===== config.mk =====
export PLATFORM = sky130hd
export DESIGN_NAME = median_rank_filter
export DESIGN_NICKNAME = d
export VERILOG_FILES = /design/src/rtl/median_rank_filter.sv
export SDC_FILE = /design/constraint.sdc
export NUM_CORES = 1
export LEC_CHECK = 0
export BUFFER_PORTS_ARGS = -buffer_cell sky130_fd_sc_hd__buf_2
export CAP_MARGIN = 30
export CELL_PAD_IN_SITES_DETAIL_PLACEMENT = 0
export CELL_PAD_IN_SITES_GLOBAL_PLACEMENT = 1
export CORE_UTILIZATION = 50
export CTS_CLUSTER_DIAMETER = 80
export DETAILED_ROUTE_END_ITERATION = 8
export PLACE_DENSITY = 0.89
export REMOVE_ABC_BUFFERS = 1
export SYNTH_ARGS = -nofsm -noshare
export SYNTH_HDL_FRONTEND = slang
export SYNTH_SLANG_ARGS = --single-unit

===== constraint.sdc =====
create_clock -name CLK -period 9.85 [get_ports CLK]
set_input_delay 1.4775 -clock CLK [delete_from_list [all_inputs] [get_ports CLK]]
set_output_delay 1.4775 -clock CLK [all_outputs]
set_load 0.05 [all_outputs]

===== src/rtl/median_rank_filter.sv =====
// Rank-order filter: loads a frame of N serial samples into a shift register, then
// runs partial bubble-sort passes (one compare-exchange per clock) until the requested
// rank has settled at the top, and emits that sample with a one-cycle strobe.
module median_rank_filter #(
  parameter int unsigned W  = 8,
  parameter int unsigned N  = 9,
  parameter int unsigned RW = $clog2(N + 1)
) (
  input  logic          CLK,
  input  logic          nRST,
  input  logic [W-1:0]  DI,
  input  logic          DSI,
  input  logic [RW-1:0] RANK,
  output logic          RDY,
  output logic [W-1:0]  DO,
  output logic          DSO,
  output logic          DROP
);

  localparam int unsigned CW      = $clog2(N);
  localparam int unsigned DefRank = (N + 1) / 2;

  typedef enum logic [1:0] {StLoad, StSort, StOut} state_e;

  state_e         state_q, state_d;
  logic [CW-1:0]  cnt_q, cnt_d;
  logic [CW-1:0]  p_q, p_d;
  logic [CW-1:0]  j_q, j_d;
  logic [RW-1:0]  rank_q, rank_d;
  logic [W-1:0]   r_q [N];
  logic [W-1:0]   r_d [N];
  logic [W-1:0]   do_q, do_d;
  logic           dso_q, dso_d;
  logic           drop_q;

  logic [RW-1:0]  rank_fix;
  logic [CW-1:0]  p_last;
  logic [CW-1:0]  j_last;
  logic [CW-1:0]  jn;
  logic [CW-1:0]  out_idx;

  assign RDY  = (state_q == StLoad);
  assign DO   = do_q;
  assign DSO  = dso_q;
  assign DROP = drop_q;

  // Rank decode, last pass/step indices and output tap for the current frame
  always_comb begin
    rank_fix = RANK;
    if (RANK == '0 || 32'(RANK) > N) rank_fix = RW'(DefRank);
    // r passes leave the r largest sorted at the top; N-1 passes already sort everything
    if (32'(rank_q) >= N - 1) p_last = CW'(N - 2);
    else                      p_last = CW'(32'(rank_q) - 1);
    j_last  = CW'(N - 2) - p_q;
    jn      = j_q + CW'(1);
    out_idx = CW'(N - 32'(rank_q));
  end

  // Next-state, shift/swap datapath and result capture
  always_comb begin
    state_d = state_q;
    cnt_d   = cnt_q;
    p_d     = p_q;
    j_d     = j_q;
    rank_d  = rank_q;
    r_d     = r_q;
    do_d    = do_q;
    dso_d   = 1'b0;
    unique case (state_q)
      StLoad: begin
        if (DSI) begin
          r_d[0] = DI;
          for (int k = 1; k < N; k++) r_d[k] = r_q[k-1];
          if (cnt_q == '0) rank_d = rank_fix;
          if (cnt_q == CW'(N - 1)) begin
            cnt_d   = '0;
            p_d     = '0;
            j_d     = '0;
            state_d = StSort;
          end else begin
            cnt_d = cnt_q + CW'(1);
          end
        end
      end
      StSort: begin
        // Strict compare keeps equal values in place
        if (r_q[j_q] > r_q[jn]) begin
          r_d[j_q] = r_q[jn];
          r_d[jn]  = r_q[j_q];
        end
        if (j_q == j_last) begin
          j_d = '0;
          if (p_q == p_last) state_d = StOut;
          else               p_d = p_q + CW'(1);
        end else begin
          j_d = jn;
        end
      end
      StOut: begin
        do_d    = r_q[out_idx];
        dso_d   = 1'b1;
        state_d = StLoad;
      end
      default: state_d = StLoad;
    endcase
  end

  // FSM state register
  always_ff @(posedge CLK or negedge nRST) begin
    if (!nRST) state_q <= StLoad;
    else       state_q <= state_d;
  end

  // Datapath, counters and output registers
  always_ff @(posedge CLK or negedge nRST) begin
    if (!nRST) begin
      cnt_q  <= '0;
      p_q    <= '0;
      j_q    <= '0;
      rank_q <= RW'(DefRank);
      for (int k = 0; k < N; k++) r_q[k] <= '0;
      do_q   <= '0;
      dso_q  <= 1'b0;
      drop_q <= 1'b0;
    end else begin
      cnt_q  <= cnt_d;
      p_q    <= p_d;
      j_q    <= j_d;
      rank_q <= rank_d;
      r_q    <= r_d;
      do_q   <= do_d;
      dso_q  <= dso_d;
      drop_q <= DSI & ~RDY;
    end
  end

endmodule


# Word-level counts from Yosys, hierarchy flattened
# Cells that the tools add are included.
[totals] register_bits=100 output_inout_bits=11 elab_cells=94
[classes] addsub=6 n_lt_le_gt_ge=8 eq_ne=11 mux=34 bitwise_logic=5 reduce_logical=13
[ops] cell="bitwise mux 72 bit" n=2
[ops] cell="2-to-1 mux 72 bit" n=2
[ops] cell="case mux 72 bit (2 select lines)" n=1
[ops] cell="binary-select mux 8 bit (select 4 bit)" n=3
[ops] cell="demux 8 bit (select 4 bit)" n=2
[ops] cell="2-to-1 mux 8 bit" n=8
[ops] cell="2-to-1 mux 4 bit" n=8
[ops] cell="case mux 4 bit (2 select lines)" n=2
[ops] cell=">= comparator 5 bit (second input constant)" n=3
[ops] cell="inverter 4 -> 5 bit" n=3
[ops] cell="adder 4 x 1 -> 4 bit (second input constant)" n=3
[ops] cell="less-than comparator 5 x 1 -> 1 bit (second input constant)" n=2
[ops] cell="!= test 2 bit (second input constant)" n=5
[ops] cell="AND reduction 3 bit" n=3
[ops] cell="== test 4 bit" n=2
[ops] cell="greater-than comparator 8 bit" n=1
[ops] cell="logical NOT 4 bit" n=2
[ops] cell="2-to-1 mux 2 bit" n=4
[ops] cell="AND reduction 5 bit" n=1
[ops] cell="== test 4 bit (second input constant)" n=1
[ops] cell=">= comparator 4 bit (second input constant)" n=1
[ops] cell="greater-than comparator 4 bit (second input constant)" n=1
[ops] cell="case mux 2 bit (2 select lines)" n=1
[ops] cell="AND reduction 4 bit" n=1
[ops] cell="other kinds (14)" n=15

# Longest topological paths before layout
# Gate-level depths: netlist (run 1).
[depth] depth_word=9 mapped_depth=20 mapped_depth_nobuf=13

# Worst setup path before layout (run 1)
# Ideal clock, no wire load.
[synth_path] path_type="reg-to-reg" from="reg j_q[1]" to="reg r_q[48] in the netlist's numbering" setup_time_ns=0.104 arrival_ns=4.249 t_required_ns=9.746 setup_slack_ns=5.497 stages_incl_launch_ff=21 n_path_buf=7 synth_period_minus_slack_ns=4.353 cell_sequence="dfrtp_1 buf_4 buf_2 buf_2 inv_1 ha_1 buf_4 buf_4 mux4_2 o21ai_0 nand3_2 inv_1 ha_1 a21o_1 a21oi_1 and2b_4 o31ai_4 buf_12 buf_12 nor3_1 a221oi_1"
[synth_between] elab_chain_cells=9 elab_cells_between_ends=26 classes_between="1 x add/sub; 5 x order compare; 1 x eq/ne; 14 x mux; 2 x bitwise; 3 x reduce/logical"
[synth_lines] element="start, declared" line_no="28" text="logic [CW-1:0] j_q, j_d;"
[synth_lines] element="start signal, assigned" line_no="128" text="j_q <= j_d;"
[synth_lines] element="branches (longest 9 deep; another with greater-than comparator 8 bit)"
[synth_lines] element="end signal, assigned" line_no="130" text="r_q <= r_d;"
[synth_lines] element="end, declared" line_no="30" text="logic [W-1:0] r_q [N];"
# Parallel ways; which one is timed is not known. The select of a mux whose other input is x is not followed.
# A chain may end at the register's enable or synchronous reset.

# Final worst setup path (run 1)
[layout_path] from="reg j_q[0]" to="reg r_q[57] in the netlist's numbering"
# Same word-level chain as after synthesis.

==> results of run 1 <==
flip-flops by register name, indices dropped and copies added (netlist names):
name	cells
r_q	72
DO	8
cnt_q	4
j_q	4
p_q	4
rank_q	4
state_q	2
DROP	1
DSO	1
kinds of logic after synthesis:
logic type | Yosys count | synth area share (%)
simple gates | 213 | 13.97
compound gates | 261 | 27.16
flops | 100 | 29.66
mux | 68 | 14.02
buf+inv | 164 | 11.23
fa+ha+maj | 19 | 2.815
xor+xnor | 11 | 1.141
layout by cell type (no fill, tap or decap), drive strengths merged, types with 6 or more instances in the layout:
cell type,instances
clkbuf,10
a21oi,36
a31oi,13
nand2,26
o22a,8
mux2i,26
xor2,6
ha,19
nand2b,7
nor2b,9
o21ai,37
or2,6
nand3,25
nor3,78
nor2,42
a2bb2oi,72
inv,101
dfrtp,98
a221oi,72
mux4,40
buf,38
per-layer routing:
metal	GRT usage [%]	up-vias	wire, um
met4	20.99	0	1814
met5	0	-	0
met3	8.151	115	3195
met2	46.56	464	11780
met1	44.94	3575	10940
li1	-	3158	-
per-stage QoR:
step	hold WS, ns	instance area (um^2)
after floorplan	0.5012	7875
after global placement	0.5036	8368
after detailed placement	0.5138	8396
after CTS	0.5313	8680
after global routing	0.5558	8680
final	0.5260	8680
power by group through the flow:
stage	logic, W	clock network [W]	registers (W)
5_1_grt	0.0000163	0.000378	0.000410
2_1_floorplan	0.000000949	0	0.000419
3_5_place_dp	0.0000147	0	0.000419
6_report	0.0000140	0.000360	0.000411
4_1_cts	0.0000147	0.000365	0.000411
3_3_place_gp	0.0000146	0	0.000419
worst paths after layout:
kind                                     from                   to  slack (ns)
setup reg to reg           j_q[0]$_DFFE_PN0P_  r_q[57]$_DFFE_PN0P_        4.10
max in group asynchronous                nRST  r_q[26]$_DFFE_PN0P_        7.57
min in group asynchronous                nRST   p_q[0]$_DFFE_PN0P_        1.10
setup / recovery           j_q[0]$_DFFE_PN0P_  r_q[57]$_DFFE_PN0P_        4.10
hold / removal              DO[4]$_DFFE_PN0P_    DO[4]$_DFFE_PN0P_        0.53
hold reg to reg             DO[4]$_DFFE_PN0P_    DO[4]$_DFFE_PN0P_        0.53
cell type report:
cell class	instances	area, um^2	share of cell area (%)
clock buffer	10	229.0	2.638
tap	220	275.3	3.171
timing repair buffer	38	245.2	2.825
sequential	100	2505	28.86
clock inverter	6	55.05	0.6343
inverter	101	379.1	4.368
multi-input combinational	572	4991	57.50
critical path, delay by kind of cell (launching register included):
family                     cells  cell delay [ns]
AOI/OAI and AO/OA              5             1.34
adders and majority gates      2             0.82
buffers and inverters          3             1.24
DFF                            1             0.37
and+or+nand+nor                5             1.82
==> run metrics, run 1 <==
Leakage 3.781 nW; peak per-stage delay on the critical path 0.69 ns; Reg power frac 52.3%; final cycle utilization of the critical path 58.37%; actual slew at the worst max-slew pin 1.128 ns; Placed Cells 1,031; Vias per Instance 6.984; mean routed wirelength per cell 26.48 um; routed via count 7,312; share of layout cells above drive strength 1 20.92%; Synth async-reset ratio 100.0%; synth warn 0; maximum net fanout on the critical path 67; average footprint of a synthesized cell 10.10 um^2; global-route usage over all layers 32.91%; pre-CTS WS 4.256 ns; CTS tree yes; Detailed Place HPWL 18.59 mm; prevailing post-synth register cell sky130_fd_sc_hd__dfrtp_1; starting utilization of the core area 51.10%; Synth area leaders sky130_fd_sc_hd__dfrtp_1 (29%), sky130_fd_sc_hd__mux4_2 (11%), sky130_fd_sc_hd__a2bb2oi_1 (7.4%); total number of clock tree sinks 100; GPL Wtd Cong 0.9923; share of synthesized area occupied by flip-flops and latches 29.66%; Hold Buf Count CTS 0; Resize count post-CTS 0; type of element launching the critical path flip-flop; Worst R2R Path Depth 15; clock tree root buffer cell sky130_fd_sc_hd__clkbuf_16; deepest level of the CTS H-tree 3; unrepaired setup endpoints after global routing no; Power Dens Cells 90.44 nW/um^2; source-to-sink clock delay at the later pin of the worst-skew pair 0.37 ns; overall power consumption 0.0007850 W; residual DRC count 0; boundary pin count 26; number of buffers added by the clock tree synthesis step 9; first-pass GRT wire length 42.95 mm; Cell Chain, Critical Path buf_4 -> ha_1 -> nand2_1 -> nor3_4 -> o21ai_0 -> nand3_2 -> inv_1 -> ha_1 -> a21o_1 -> a21oi_1 -> and2b_4 -> o31ai_4 -> buf_4 -> or2_1 -> a221oi_1; final number of max-transition violations 0; count of endpoints failing hold in the final timing report 0; Worst Path Class, Setup flip-flop to flip-flop; Starting DRT DRC Count 981; x dimension of the die 132.0 um; # Max-Cap Violations 0; final wirelength 27.72 mm; cell types with the highest counts after synthesis sky130_fd_sc_hd__inv_1 (100), sky130_fd_sc_hd__dfrtp_1 (98), sky130_fd_sc_hd__nor3_1 (76); internal cell power 0.0006086 W; final worst path period need 5.750 ns; arrival time reported for the critical path endpoint 5.97 ns; antenna diode count 0; number of global-route vias before repair 7,030; number of search-and-repair iterations in the first detailed-routing pass 5; CTS Buffer Depth 2; most common cell in the netlist sky130_fd_sc_hd__inv_1; Post-CTS Setup Inserts 0; Non-Filler Instances 1,047; setup ws final 4.100 ns; area leader, netlist sky130_fd_sc_hd__dfrtp_1; remaining global-route overflow 0; Final ANT Viol Nets 0; IR Drop Worst-Case VDD 0.07633 mV; Die Span Y 132.0 um; number of library cell types mapped by synthesis 82; Post-Route Utilization 52.53%; Total Neg Setup Slack 0 ns; number of flops mapped to enable cells by yosys 0; net switching power 0.0001764 W; Rows 47; kind of capture point of the worst setup path flip-flop; clock group share of total power 45.9%; mapped cell area 8444 um^2; clock edge transition at the registers on the reported setup and hold paths 0.07 ns; endpoint required time on the critical path 10.07 ns; Achievable Freq 0.1739 GHz; layout overhead on the synthesized area 2.786%; Core ar. 16,520 um^2; Tightest Hold Check Type flip-flop to flip-flop; number of nets in the layout 856; Port Buffers 25; setup violators final 0; fill cell instance count of the final layout 1,506; antenna violations before repair 0; Comb power frac 1.8%; net switching fraction of the power 22.47%; full die area 17,410 um^2; final setup skew 0.01025 ns; post-synthesis cell count 836; Synth Register Bits 100; outcome finished, final reports clean; slowest stage cell, crit path sky130_fd_sc_hd__buf_4; number of cells traversed by the worst hold path 2; area share of the largest cell type after synthesis 29.04%; largest net degree at the start of global routing 68; worst slew margin relative to its limit 24.56%
Note: power is estimated with default switching activity, not from simulation.
==> run 2, diff against run 1 <==
==> constraint.sdc (replaced) <==
create_clock -name CLK -period 5.6 [get_ports CLK]
set_input_delay 0.84 -clock CLK [delete_from_list [all_inputs] [get_ports CLK]]
set_output_delay 0.84 -clock CLK [all_outputs]
set_load 0.05 [all_outputs]
==> run metrics, run 2 (synthesis results as in run 1) <==
source-to-sink clock delay at the later pin of the worst-skew pair 0.36 ns (about the same); setup ws final 0.6172 ns (-3.483 ns); number of global-route vias before repair 6,945 (-1.2%); number of nets in the layout 860 (+0.47%); flip-flop count of the largest register, all copies and words added 72 (unchanged); remaining global-route overflow 0 (unchanged); Starting DRT DRC Count 1,083 (+10%); mean routed wirelength per cell 26.26 um (-0.83%); deepest level of the CTS H-tree 3 (unchanged); Non-Filler Instances 1,048 (+0.096%); largest net degree at the start of global routing 69 (+1.5%); number of buffers added by the clock tree synthesis step 9 (unchanged); first-pass GRT wire length 42.81 mm (-0.32%); startpoint of the worst-slack reg-to-reg timing path j_q[1]$_DFFE_PN0P_; peak per-stage delay on the critical path 0.66 ns (-0.03 ns); Power Dens Cells 160.8 nW/um^2 (+78%); final number of max-transition violations 0 (unchanged); Tightest Hold Check Type input port to asynchronous set/reset pin; antenna violations before repair 1 (+1); Crit. Startpoint j_q[1]$_DFFE_PN0P_; boundary pin count 26 (unchanged); outcome finished, final reports clean; arrival time reported for the critical path endpoint 5.24 ns (-0.73 ns); global-route usage over all layers 32.53% (-0.39 points); commonest non-fill, non-tap cell in the layout sky130_fd_sc_hd__inv_1; Most flops, register r_q; Detailed Place HPWL 18.84 mm (+1.3%); layout overhead on the synthesized area 3.171%; slowest stage cell, crit path sky130_fd_sc_hd__o31ai_4; Core ar. 16,520 um^2 (unchanged); number of search-and-repair iterations in the first detailed-routing pass 6 (+1); endpoint required time on the critical path 5.86 ns (-4.21 ns); Rows 47 (unchanged); final cycle utilization of the critical path 88.98% (+31 points); Achievable Freq 0.2007 GHz (+15%); buffer and inverter count on the worst path 2 (-1); Most Frequent Cell on Critical Path sky130_fd_sc_hd__ha_1; final setup skew 0.01123 ns (+0.0009737 ns); Placed Cells 1,035 (+0.39%); full die area 17,410 um^2 (unchanged); final wirelength 27.52 mm (-0.73%); Die Span Y 132.0 um (unchanged); total number of clock tree sinks 100 (unchanged); IR Drop Worst-Case VDD 0.1379 mV (+81%); Hold Buf Count CTS 0 (unchanged); Final ANT Viol Nets 0 (unchanged); pre-CTS WS 0.7507 ns (-3.506 ns); maximum net fanout on the critical path 23 (-66%); Worst Path Class, Setup flip-flop to flip-flop; clock tree root buffer cell sky130_fd_sc_hd__clkbuf_16; kind of cell adding the most delay to the critical path simple AND/OR/NAND/NOR gates; Post-CTS Setup Inserts 0 (unchanged); unrepaired setup endpoints after global routing no; setup violators final 0 (unchanged); type of element launching the critical path flip-flop; Leakage 3.794 nW (+0.35%); CTS Buffer Depth 2 (unchanged); kind of capture point of the worst setup path flip-flop; antenna diode count 0 (unchanged); Cell Chain, Critical Path buf_4 -> ha_1 -> nand2_1 -> nor3_4 -> o21ai_0 -> nand3_2 -> inv_1 -> ha_1 -> a21o_1 -> a21oi_1 -> and2b_4 -> o31ai_4 -> nor2_1 -> a221oi_1; Resize count post-CTS 0 (unchanged); residual DRC count 0 (unchanged); Post-Route Utilization 52.72% (+0.20 points); clock edge transition at the registers on the reported setup and hold paths 0.07 ns (about the same); CTS tree yes; final worst path period need 4.983 ns (-0.7670 ns); routed via count 7,356 (+0.60%); actual slew at the worst max-slew pin 0.9306 ns (-0.1973 ns); Vias per Instance 7.019 (+0.51%); leading cell types in the layout, fill and taps excluded sky130_fd_sc_hd__inv_1 (100), sky130_fd_sc_hd__dfrtp_1 (98), sky130_fd_sc_hd__nor3_1 (76); GPL Wtd Cong 0.9977 (+0.54%); Port Buffers 25 (unchanged); # Max-Cap Violations 0 (unchanged); share of layout cells above drive strength 1 21.01% (+0.096 points); x dimension of the die 132.0 um (unchanged); worst slew margin relative to its limit 37.83% (+13 points); starting utilization of the core area 51.10% (unchanged); count of endpoints failing hold in the final timing report 0 (unchanged)
[run 2: per-layer routing]
metal	up-vias	global-route usage [%]	share of wire [%]	wire length [um]
li1	3158	-	-	-
met1	3601	44.06	40	10990
met2	502	47.88	44	12030
met3	95	10.46	13	3442
met4	0	13.50	3.9	1060
met5	-	0	0	0
[run 2: final timing paths]
kind                                       end  slack (ns)  depth (start not counted)
max in group asynchronous  r_q[31]$_DFFE_PN0P_        3.94                          2
min                         p_q[3]$_DFFE_PN0P_        0.50                          1
min in group CLK             DO[4]$_DFFE_PN0P_        0.52                          2
max reg2reg                 r_q[8]$_DFFE_PN0P_        0.62                         14
max                         r_q[8]$_DFFE_PN0P_        0.62                         14
min reg2reg                  DO[4]$_DFFE_PN0P_        0.52                          2
[run 2: area by class of cell]
type | instances | area [um^2]
fill | 1492 | 7812
clock buffer | 10 | 229.0
timing repair buffer | 42 | 267.8
clock inverter | 3 | 65.06
tap | 220 | 275.3
inverter | 101 | 379.1
sequential | 100 | 2505
multi-input combinational | 572 | 4991
[run 2: metrics by stage]
| stage | total power (W) | hold slack (ns) | setup TNS [ns] | area [um^2] |
|---|---|---|---|---|
| after floorplan | 0.0007395 | 0.5012 | -39.72 | 7875 |
| after global placement | 0.0007618 | 0.5035 | 0 | 8418 |
| after detailed placement | 0.0007617 | 0.5141 | 0 | 8418 |
| after CTS | 0.001410 | 0.5169 | 0 | 8712 |
| after global routing | 0.001436 | 0.5463 | 0 | 8712 |
| final | 0.001401 | 0.4981 | 0 | 8712 |
[run 2: report_power, final]
group	internal [W]	leakage [nW]	total [W]	switching (W)
Combinational	0.00000538	2.53	0.0000246	0.0000192
Clock	0.000384	0.144	0.000654	0.000270
Sequential	0.000722	1.12	0.000723	0.0000000794
